===== src/rtl/fsm_input_cond_if.sv =====
`default_nettype none
// ============================================================================
//  Module   : fsm_input_cond_if
//  Brief    : Raw-input / conditioned-output bundle between the input
//             conditioner and its surroundings (raw pins in, clean x/y out).
//  Revision : 1.0 - initial release
// ============================================================================
interface fsm_input_cond_if;

  logic x_raw;   // raw asynchronous x input
  logic y_raw;   // raw asynchronous y input
  logic x;       // committed x level
  logic y;       // committed y level
  logic x_rise;  // one-cycle strobe, x 0->1
  logic y_rise;  // one-cycle strobe, y 0->1
  logic upd;     // one-cycle strobe, {x,y} changed

  // Environment side: drives the raw pins, observes the conditioned levels.
  modport master (
    output x_raw, y_raw,
    input  x, y, x_rise, y_rise, upd
  );

  // Conditioner side: samples the raw pins, drives the conditioned levels.
  modport slave (
    input  x_raw, y_raw,
    output x, y, x_rise, y_rise, upd
  );

endinterface
`default_nettype wire


===== src/rtl/fsm_input_cond.sv =====
`default_nettype none
// ============================================================================
//  Module   : fsm_input_cond
//  Brief    : Two-channel synchroniser + debouncer feeding the fsm block.
//             Both channels are committed jointly so that near-simultaneous
//             raw changes reach the FSM as a single combined transition.
//  Revision : 1.0 - initial release
// ============================================================================
module fsm_input_cond #(
  parameter int DB_CYCLES = 16
) (
  input  wire logic        clk,
  input  wire logic        rst,
  fsm_input_cond_if.slave  bus
);

  // Counter width is derived from DB_CYCLES; at least one bit is kept so the
  // degenerate DB_CYCLES=1 case still has a legal vector.
  localparam int              CW      = (DB_CYCLES > 1) ? $clog2(DB_CYCLES) : 1;
  localparam logic [CW-1:0]   CNT_MAX = CW'(DB_CYCLES - 1);

  // Channel index 1 carries x, index 0 carries y, so {x,y} maps onto [1:0].
  logic [1:0] raw;
  logic [1:0] cand;
  logic [1:0] stable;

  assign raw = {bus.x_raw, bus.y_raw};

  generate
    for (genvar g = 0; g < 2; g++) begin : g_ch
      logic          s1_q;
      logic          s2_q;
      logic          cand_q;
      logic          cand_d;
      logic [CW-1:0] cnt_q;
      logic [CW-1:0] cnt_d;

      // Two-flop synchroniser followed by the candidate/count registers.
      always_ff @(posedge clk) begin
        if (rst) begin
          s1_q   <= 1'b0;
          s2_q   <= 1'b0;
          cand_q <= 1'b0;
          cnt_q  <= '0;
        end else begin
          s1_q   <= raw[g];
          s2_q   <= s1_q;
          cand_q <= cand_d;
          cnt_q  <= cnt_d;
        end
      end

      // Any mismatch restarts the count; a matching level counts up and
      // saturates at CNT_MAX so a long-stable channel stays stable.
      always_comb begin
        cand_d = cand_q;
        cnt_d  = cnt_q;
        if (s2_q != cand_q) begin
          cand_d = s2_q;
          cnt_d  = '0;
        end else if (cnt_q < CNT_MAX) begin
          cnt_d  = cnt_q + 1'b1;
        end
      end

      assign cand[g]   = cand_q;
      assign stable[g] = (s2_q == cand_q) && (cnt_q == CNT_MAX);
    end
  endgenerate

  logic [1:0] out_q;
  logic [1:0] out_d;
  logic [1:0] rise_q;
  logic [1:0] rise_d;
  logic       upd_q;
  logic       upd_d;
  logic       commit;

  // A commit needs both channels settled; a chattering channel deliberately
  // holds back the other one so the FSM never sees a split transition.
  assign commit = (&stable) && (cand != out_q);

  // Next committed levels and the single-cycle strobes.
  always_comb begin
    out_d  = out_q;
    rise_d = 2'b00;
    upd_d  = 1'b0;
    if (commit) begin
      out_d  = cand;
      rise_d = cand & ~out_q;
      upd_d  = 1'b1;
    end
  end

  // Output registers; every output is flop-driven.
  always_ff @(posedge clk) begin
    if (rst) begin
      out_q  <= 2'b00;
      rise_q <= 2'b00;
      upd_q  <= 1'b0;
    end else begin
      out_q  <= out_d;
      rise_q <= rise_d;
      upd_q  <= upd_d;
    end
  end

  assign bus.x      = out_q[1];
  assign bus.y      = out_q[0];
  assign bus.x_rise = rise_q[1];
  assign bus.y_rise = rise_q[0];
  assign bus.upd    = upd_q;

endmodule
`default_nettype wire


===== src/flat_wrapper.sv =====
// flat-port wrapper written by rule: the top's interface ports become plain ports
module fsm_input_cond_flat 
#(
  parameter int DB_CYCLES = 16
)
  (clk, rst, bus_x_raw, bus_y_raw, bus_x, bus_y, bus_x_rise, bus_y_rise, bus_upd);
  fsm_input_cond_if bus_i ();
  input  wire logic clk;
  input  wire logic rst;
  input wire logic [$bits(bus_i.x_raw)-1:0] bus_x_raw;
  input wire logic [$bits(bus_i.y_raw)-1:0] bus_y_raw;
  output wire logic [$bits(bus_i.x)-1:0] bus_x;
  output wire logic [$bits(bus_i.y)-1:0] bus_y;
  output wire logic [$bits(bus_i.x_rise)-1:0] bus_x_rise;
  output wire logic [$bits(bus_i.y_rise)-1:0] bus_y_rise;
  output wire logic [$bits(bus_i.upd)-1:0] bus_upd;
  assign bus_i.x_raw = bus_x_raw;
  assign bus_i.y_raw = bus_y_raw;
  assign bus_x = bus_i.x;
  assign bus_y = bus_i.y;
  assign bus_x_rise = bus_i.x_rise;
  assign bus_y_rise = bus_i.y_rise;
  assign bus_upd = bus_i.upd;
  fsm_input_cond #(.DB_CYCLES(DB_CYCLES)) u_core (.clk(clk), .rst(rst), .bus(bus_i));
endmodule

===== config.mk =====
export PLATFORM = sky130hd
export DESIGN_NAME = fsm_input_cond_flat
export DESIGN_NICKNAME = d
export VERILOG_FILES = /design/src/rtl/fsm_input_cond_if.sv /design/src/rtl/fsm_input_cond.sv /design/src/flat_wrapper.sv
export SDC_FILE = /design/constraint.sdc
export NUM_CORES = 1
export LEC_CHECK = 0
export ABC_AREA = 1
export ABC_CLOCK_PERIOD_IN_PS = 2000
export CAP_MARGIN = 30
export CORE_AREA = 2 2 42 44
export CTS_CLUSTER_SIZE = 30
export DETAILED_ROUTE_END_ITERATION = 12
export DIE_AREA = 0 0 44 46
export GPL_ROUTABILITY_DRIVEN = 0
export HOLD_SLACK_MARGIN = 0.1
export PLACE_DENSITY = 0.75
export SYNTH_ARGS = -nofsm -noshare
export SYNTH_HDL_FRONTEND = slang
export SYNTH_SLANG_ARGS = --single-unit

===== constraint.sdc =====
create_clock -name clk -period 2 [get_ports clk]
set_clock_uncertainty 0.15 [all_clocks]
set_input_delay 0.4 -clock clk [delete_from_list [all_inputs] [get_ports clk]]
set_output_delay 0.4 -clock clk [all_outputs]
set_load 0.02 [all_outputs]

==> metrics.txt <==
# TYPE chip_impl_metric gauge
chip_impl_metric{name="floorplan.initialDensity",unit="%"} 50.5
chip_impl_metric{name="global_routing_usage_summed_across_all_routing_layers",unit="%"} 13.8
chip_impl_metric{name="critical-path-max-stage-delay",unit="ns"} 0.61
chip_impl_metric{name="synthCells",unit=""} 101
chip_impl_metric{name="cp_data_required_time",unit="ns"} 1.45
chip_impl_info{name="worst_setup_path_end_kind",value="primary output"} 1
chip_impl_metric{name="arrival",unit="ns"} 1.27
chip_impl_metric{name="worst-path-stages",unit=""} 1
chip_impl_info{name="tritoncts",value="built"} 1
chip_impl_metric{name="area.sequential",unit="µm²"} 380
chip_impl_metric{name="synth_cell_type_count",unit=""} 19
chip_impl_metric{name="syn_area",unit="µm²"} 815
chip_impl_metric{name="vias_in_the_first_global_route",unit=""} 539
chip_impl_info{name="timing.critical_path.slowest_stage_cell",value="clkdlybuf4s50_1"} 1
chip_impl_metric{name="layout-drive-gt1-share",unit="%"} 9.82
chip_impl_metric{name="setup_viol_count_final",unit=""} 0
chip_impl_metric{name="drc",unit=""} 0
chip_impl_metric{name="max_slew_margin",unit="%"} 80.2
chip_impl_metric{name="antenna_found_initial",unit=""} 0
chip_impl_metric{name="final_design_area_no_fill",unit="µm²"} 937
chip_impl_metric{name="synth_seq_area_share",unit="%"} 46.7
chip_impl_info{name="path_cells",value="clkdlybuf4s50_1"} 1
chip_impl_metric{name="vias",unit=""} 594
chip_impl_metric{name="drtAntennaViolNets",unit=""} 0
chip_impl_metric{name="grt_remaining_overflow",unit=""} 0
chip_impl_metric{name="postCtsHoldBufs",unit=""} 0
chip_impl_metric{name="layout-area-overhead-vs-synth",unit="%"} 15.1
chip_impl_metric{name="hold_ws",unit="ns"} 0.260
chip_impl_metric{name="placementRows",unit=""} 15
chip_impl_metric{name="boundaryPins",unit=""} 9
chip_impl_metric{name="timing.critical_path.buf_inv",unit=""} 1
chip_impl_metric{name="die_w",unit="µm"} 44
chip_impl_metric{name="max_slew_vio_count",unit=""} 0
chip_impl_metric{name="fin_crit",unit="ns"} 1.82
chip_impl_metric{name="fill_cells",unit=""} 156
chip_impl_metric{name="max-clock-path-buffers",unit=""} 2
chip_impl_metric{name="final.setup.tns",unit="ns"} 0
chip_impl_metric{name="yosys_warnings",unit=""} 0
chip_impl_metric{name="hold_depth",unit=""} 2
chip_impl_metric{name="floorplan.core_area",unit="µm²"} 1610
chip_impl_info{name="worstSetupStartpointType",value="register"} 1
chip_impl_metric{name="hpwlAfterDp",unit="µm"} 964
chip_impl_metric{name="wl_per_cell",unit="µm"} 9.35
chip_impl_info{name="mostFrequentLayoutCells",value="21 x inv_1, 20 x nand2_1, 19 x dfxtp_1, 11 x nor2_1"} 1
chip_impl_metric{name="timing.fmax",unit="GHz"} 0.549
chip_impl_info{name="grt_setup_unrepaired",value="false"} 1
chip_impl_metric{name="placement_cell_area",unit="µm²"} 911
chip_impl_metric{name="fp.dieArea",unit="µm²"} 2020
chip_impl_metric{name="io_buffer_count",unit=""} 8
chip_impl_info{name="status",value="finished, final reports clean"} 1
chip_impl_metric{name="max_cap_viol_count",unit=""} 0
chip_impl_info{name="clk_root_buffer_cell",value="clkbuf_4"} 1
chip_impl_metric{name="clock_latency",unit="ns"} 0.28
chip_impl_info{name="worst-setup-path-type",value="register to primary output"} 1
chip_impl_metric{name="multiInputGateArea",unit="µm²"} 347
chip_impl_metric{name="clock_sink_count",unit=""} 19
chip_impl_metric{name="timing_hold_violations_final",unit=""} 0
chip_impl_metric{name="post-cts-setup-buffer-count",unit=""} 0
chip_impl_metric{name="cellLeakagePower",unit="nW"} 0.408
chip_impl_metric{name="syn_avg_cell_area",unit="µm²"} 8.06
chip_impl_info{name="layout_commonest_cell",value="inv_1"} 1
chip_impl_info{name="cp_top_family",value="buffers and inverters"} 1
chip_impl_metric{name="power.density",unit="nW/µm²"} 684
chip_impl_metric{name="antenna_cells_inserted",unit=""} 0
chip_impl_metric{name="worst-r2r-cell-count",unit=""} 8
chip_impl_metric{name="drt-pass1-iter-count",unit=""} 4
chip_impl_metric{name="dieHeight",unit="µm"} 46
chip_impl_metric{name="layout.nets",unit=""} 121
chip_impl_metric{name="worst-path-max-fanout",unit=""} 3
chip_impl_metric{name="htree_levels",unit=""} 1
chip_impl_metric{name="synth-seq-cells",unit=""} 19
chip_impl_metric{name="postSynthNetCount",unit=""} 109
chip_impl_info{name="min-delay-path-class",value="register to register"} 1
chip_impl_metric{name="vias_per_cell",unit=""} 4.60
chip_impl_metric{name="ir_drop",unit="V"} 0.000396
chip_impl_metric{name="grt_start_max_net_pins",unit=""} 11
chip_impl_metric{name="final_critical_path_setup_slack",unit="ns"} 0.179
chip_impl_metric{name="max_slew.worst_pin.slew",unit="ns"} 0.297
chip_impl_metric{name="numCtsBuffers",unit=""} 3
chip_impl_metric{name="postCtsResizedCells",unit=""} 0
chip_impl_metric{name="grt_pass1_wl",unit="µm"} 2040
chip_impl_metric{name="drt_wl_total",unit="µm"} 1210
chip_impl_metric{name="drt-initial-drc-count",unit=""} 7
chip_impl_metric{name="detailedPlace.worstSlack",unit="ns"} 0.311
chip_impl_metric{name="post_cts_clock_slew_at_the_launch_and_capture_registers_of_the_worst_setup_and_hold_paths",unit="ns"} 0.10
chip_impl_metric{name="fin_crit_sh",unit="%"} 91.0
-- cell families (layout without fill, tap and decap cells) --
logic type      Yosys count  count (layout)  share of synthesized area (%)
simple gates             40              40                           24.7
buf+inv                  23              34                           10.8
flops                    19              19                           46.7
compound gates           13              13                           9.52
fa+ha+maj                 4               4                           6.14
xor+xnor                  2               2                           2.15
-- flip-flops by register name, summed over array words and instances (netlist names) --
register	count
u_core.g_ch.cnt_q	8
u_core.out_q	2
u_core.g_ch.s1_q	2
u_core.g_ch.s2_q	2
u_core.g_ch.cand_q	2
u_core.rise_q	2
u_core.bus.upd	1
-- layer usage --
layer | global-route usage [%] | vias to the layer above | share of wire (%)
met5 | 0 | - | 0
met4 | 5.45 | 0 | 1.2
met3 | 3.57 | 2 | 2.6
met2 | 23.5 | 5 | 46
met1 | 16.5 | 258 | 50
li1 | - | 329 | -
-- through the flow --
stage,total power [mW],util [%],cells
floorplan,0.450,-,101
global placement,0.461,56.4,125
detailed placement,0.464,56.4,125
CTS,0.648,58.1,129
global route,0.678,58.1,129
finish,0.641,58.1,129
-- report_power, final --
| group | internal (mW) | total (mW) | switching, mW |
|---|---|---|---|
| logic | 0.0233 | 0.0516 | 0.0283 |
| registers | 0.393 | 0.403 | 0.0107 |
| clock network | 0.0773 | 0.186 | 0.108 |
-- worst reg2reg max path: cells and delay by family (launching register included) --
family	cells	cell delay, ns
simple gates	4	0.40
compound gates	1	0.05
buf+inv	2	0.09
fa+ha+maj	1	0.28
flops	1	0.38
-- final timing paths --
path	start	end	slack (ns)
max	u_core.out_q[0]	bus_y	0.18
min	u_core.g_ch[0].s1_q	u_core.g_ch[0].s2_q	0.26
max reg2reg	u_core.out_q[0]	u_core.out_q[1]	0.55
min reg2reg	u_core.g_ch[0].s1_q	u_core.g_ch[0].s2_q	0.26
-- cell usage after synthesis --
library cell,number,share of area [%]
a21oi_1,8,4.9
a21oi_4,1,2.0
a31oi_1,1,0.77
buf_2,1,0.61
dfxtp_1,19,47
ha_1,4,6.1
inv_1,21,9.7
inv_2,1,0.46
nand2_1,20,9.2
nand3_1,2,1.2
nand3_2,1,1.2
nand3_4,2,4.3
nor2_1,11,5.1
nor2_2,1,0.77
nor2_4,1,1.4
o21ai_0,3,1.8
or2_1,1,0.77
or2_2,1,0.77
xnor2_1,2,2.2
-- area by class of cell --
| class | instances | area share [%] |
|---|---|---|
| Inverter | 22 | 8.81 |
| Clock buffer | 4 | 2.80 |
| Tap cell | 17 | 2.27 |
| Multi-Input combinational cell | 59 | 37.0 |
| Timing Repair Buffer | 8 | 8.54 |
| Sequential cell | 19 | 40.6 |
No activity file was read; power rests on OpenSTA's default activity.
==> patch 1: new RTL, config.mk and constraints unchanged <==
`DB_CYCLES` is set to 16 in 2 places; all go to 8.
--- a/src/rtl/fsm_input_cond.sv
+++ b/src/rtl/fsm_input_cond.sv
@@ -9,3 +9,3 @@
 module fsm_input_cond #(
-  parameter int DB_CYCLES = 16
+  parameter int DB_CYCLES = 8
 ) (
--- a/src/flat_wrapper.sv
+++ b/src/flat_wrapper.sv
@@ -3,3 +3,3 @@
 #(
-  parameter int DB_CYCLES = 16
+  parameter int DB_CYCLES = 8
 )
Function: no difference found for any inputs over 10 cycles, from zero or initial values and one cycle with rst high; that may be too few to reach the edited logic, so the function may still have changed.
==> patch 1 against the unedited design <==
  * Sequential cell count shrank 2
  * Design area shrank 13%
  * Worst setup slack gained 0.047 ns
  * Synthesized area shrank 16%
  * Total power shrank 9.4%
  * Wire length shrank 24%
  * Sequential share of layout area grew 1.3 points
  * Die area is the same
  * Critical endpoint is now bus_x
==> patch 1: results <==
[status]
outcome = completed

[routing]
wl_per_cell_um = 8.16
wl_met2_um = 442
vias = 502
viasPerCell = 4.44
wirelength_met1_um = 418
drt-initial-drc-count = 4
wl_met3_um = 47

[pwr]
p_switching_uw = 135
ir_drop_v = 0.000416
p_leak_uw = 0.000378

[synthesis]
ys_seq_area_frac = 0.498
synthTopCellsByCount = inv_1, dfxtp_1, nand2_1
yosys-top-cells-area = dfxtp_1, inv_1, ha_1, nand2_1, nor2_1
syn_nets = 94
synthDistinctLibCells = 11
syn_inst = 84

[cells_and_area]
nets = 107
largest_register_ffs = 6
layout-drive-gt1-share = 0.104

[grt]
grt_usage = 0.120
grt_pass1_wl_um = 1700
grt_pass1_vias = 467

[placed_design]
dp_hpwl_um = 740

[worst_setup_path]
crit_arrival_ns = 1.22
crit_fanout = 2

[timing]
slew_headroom = 0.856
## patch 1: path summary, 6_finish.rpt
kind              slack (ns)                      startpoint                              to
setup / recovery        0.23    u_core.out_q[1]$_SDFFE_PP0P_                           bus_x
hold / removal          0.26  u_core.g_ch[0].s1_q$_SDFF_PP0_  u_core.g_ch[0].s2_q$_SDFF_PP0_
setup reg to reg        0.58    u_core.out_q[1]$_SDFFE_PP0P_    u_core.out_q[0]$_SDFFE_PP0P_
hold reg to reg         0.26  u_core.g_ch[0].s1_q$_SDFF_PP0_  u_core.g_ch[0].s2_q$_SDFF_PP0_
## patch 1: kinds of logic (layout without fill, tap and decap cells)
group,after synthesis,after routing,share of synthesized area
AND/OR/NAND/NOR,33,33,0.227
buffers and inverters,22,34,0.121
flip-flops,17,17,0.498
adder cells (fa/ha/maj),6,6,0.110
AO/OA/AOI/OAI,6,6,0.0440
## patch 1: power by group through the flow
stage / registers (uW) / logic, uW / clock network, uW
finish: 361 / 42.0 / 177
floorplan: 367 / 30.1 / 0
CTS: 361 / 43.0 / 188
detailed placement: 369 / 42.6 / 0
global route: 363 / 51.1 / 201
global placement: 368 / 41.2 / 0
## patch 1: final cells by class
type	instances	area (sq um)
Sequential cell	17	340
Inverter	22	82.6
Multi-Input combinational cell	45	260
Timing Repair Buffer	8	80.1
Fill cell	161	802
Clock inverter	1	5.00
Clock buffer	3	22.5
Tap cell	17	21.3
## patch 1: metal layers
layer | track usage | vias up
met5 | 0 | -
met3 | 0.0357 | 2
met2 | 0.215 | 14
li1 | - | 275
met1 | 0.116 | 211
met4 | 0.0909 | 0
## patch 1: through the flow
| stage | worst slack, ns | area, sq um |
|---|---|---|
| floorplan | 0.519 | 683 |
| global placement | 0.433 | 785 |
| detailed placement | 0.389 | 785 |
| CTS | 0.205 | 812 |
| global route | 0.176 | 812 |
| finish | 0.226 | 812 |
==> patch 2: new RTL, same flow settings <==
Without the edit above. Make the reset (`rst`) asynchronous in 2 clocked blocks.
--- a/src/rtl/fsm_input_cond.sv
+++ b/src/rtl/fsm_input_cond.sv
@@ -38,3 +38,3 @@
       // Two-flop synchroniser followed by the candidate/count registers.
-      always_ff @(posedge clk) begin
+      always_ff @(posedge clk or posedge rst) begin
         if (rst) begin
@@ -95,3 +95,3 @@
   // Output registers; every output is flop-driven.
-  always_ff @(posedge clk) begin
+  always_ff @(posedge clk or posedge rst) begin
     if (rst) begin
Formal check against the unedited RTL: no difference found for any inputs over 10 cycles, from zero or initial values and one cycle with rst high; that may be too few to reach the edited logic, so the function may still have changed.
==> patch 2 against the unedited design <==
  * Wire length decreased by 9.5%
  * Maximum frequency decreased by 0.92%
  * Sequential power increased by 8.7%
  * Worst setup slack got worse by 0.017 ns
  * Design area increased by 1.7%
  * Sequential cell count unchanged
  * Core utilization increased by 1.0 points
  * Via count decreased by 10%
  * Non-clock buffer count increased by 1
  * Synthesized area increased by 1.2%
  * Largest power group unchanged
  * Total power increased by 8.6%
  * Critical path type unchanged
==> patch 2: results <==
[grt]
grt_pass1_wl_um = 1930
grt_usage = 0.137
grt_pass1_vias = 462
antenna_found_initial = 0
grt.met2_usage = 0.206
gr-usage-met3 = 0.0635
grt.met1_usage = 0.165

[synthesis]
ys_seq_area_frac = 0.577
syn_nets = 87
synthDistinctLibCells = 15
synthTopCellsByCount = dfrtp_1, nand2_1, inv_1

[pwr]
ir_drop_v = 0.000482
p_leak_uw = 0.000474

[worst_setup_path]
reg2regPathDepth = 6
crit_arrival_ns = 1.29

[placed_design]
dpl_cell_area_sq_um = 926
dp_hpwl_um = 864

[timing]
fin_hold_ws_ns = 0.216
worst_slew_pin_slew_ns = 0.235

[min_path]
hp-class = flip-flop to flip-flop
holdPathStages = 0

[cells_and_area]
fillCellCount = 144
layout-drive-gt1-share = 0.111
nets = 99

[routing]
drt-initial-drc-count = 11
drt_wl_total_um = 1090
vias = 532

[status]
outcome = completed

[floorplanning]
initial_core_util = 0.511
patch 2: kinds of logic after synthesis:
kind of cell             after synthesis  share of synthesized area
adder cells (fa/ha/maj)                4                     0.0607
flip-flops                            19                      0.577
AND/OR/NAND/NOR                       30                      0.197
AO/OA/AOI/OAI                          8                     0.0531
buffers and inverters                 13                     0.0592
XOR/XNOR                               5                     0.0531
patch 2: worst paths after layout:
| kind | end | slack [ns] | from |
|---|---|---|---|
| worst max-delay path | bus_y | 0.16 | u_core.out_q[0]$_DFFE_PP0P_ |
| min in group asynchronous | u_core.g_ch[0].cnt_q[2]$_DFFE_PP0P_ | 0.26 | rst |
| worst min-delay path | u_core.g_ch[1].s2_q$_DFF_PP0_ | 0.22 | u_core.g_ch[1].s1_q$_DFF_PP0_ |
| worst max register to register | u_core.out_q[1]$_DFFE_PP0P_ | 0.58 | u_core.g_ch[1].cnt_q[0]$_DFFE_PP0P_ |
| max in group asynchronous | u_core.bus.upd$_DFF_PP0_ | 1.24 | rst |
| worst min register to register | u_core.g_ch[1].s2_q$_DFF_PP0_ | 0.22 | u_core.g_ch[1].s1_q$_DFF_PP0_ |
patch 2: through the flow:
stage	total power [uW]	worst slack (ns)	cells
global route	736	0.104	107
detailed placement	523	0.483	103
global placement	519	0.512	103
CTS	708	0.143	107
floorplan	501	0.622	79
finish	696	0.162	107
patch 2: area by class of cell:
type	instances	area (sq um)	area share
Tap cell	17	21.3	0.0223
Timing Repair Buffer	9	87.6	0.0919
Inverter	11	41.3	0.0433
Clock buffer	3	22.5	0.0236
Clock inverter	1	5.00	0.00525
Multi-Input combinational cell	47	300	0.315
Sequential cell	19	475	0.499
patch 2: per-layer routing:
metal,part of all wire,vias up
met1,0.43,242
met5,0,-
met2,0.48,13
li1,-,272
met4,0.025,0
met3,0.059,5
patch 2: where the power goes:
part	internal, uW	switching [uW]
logic	35.2	39.8
registers	411	26.7
clock network	74.5	109
total	521	175
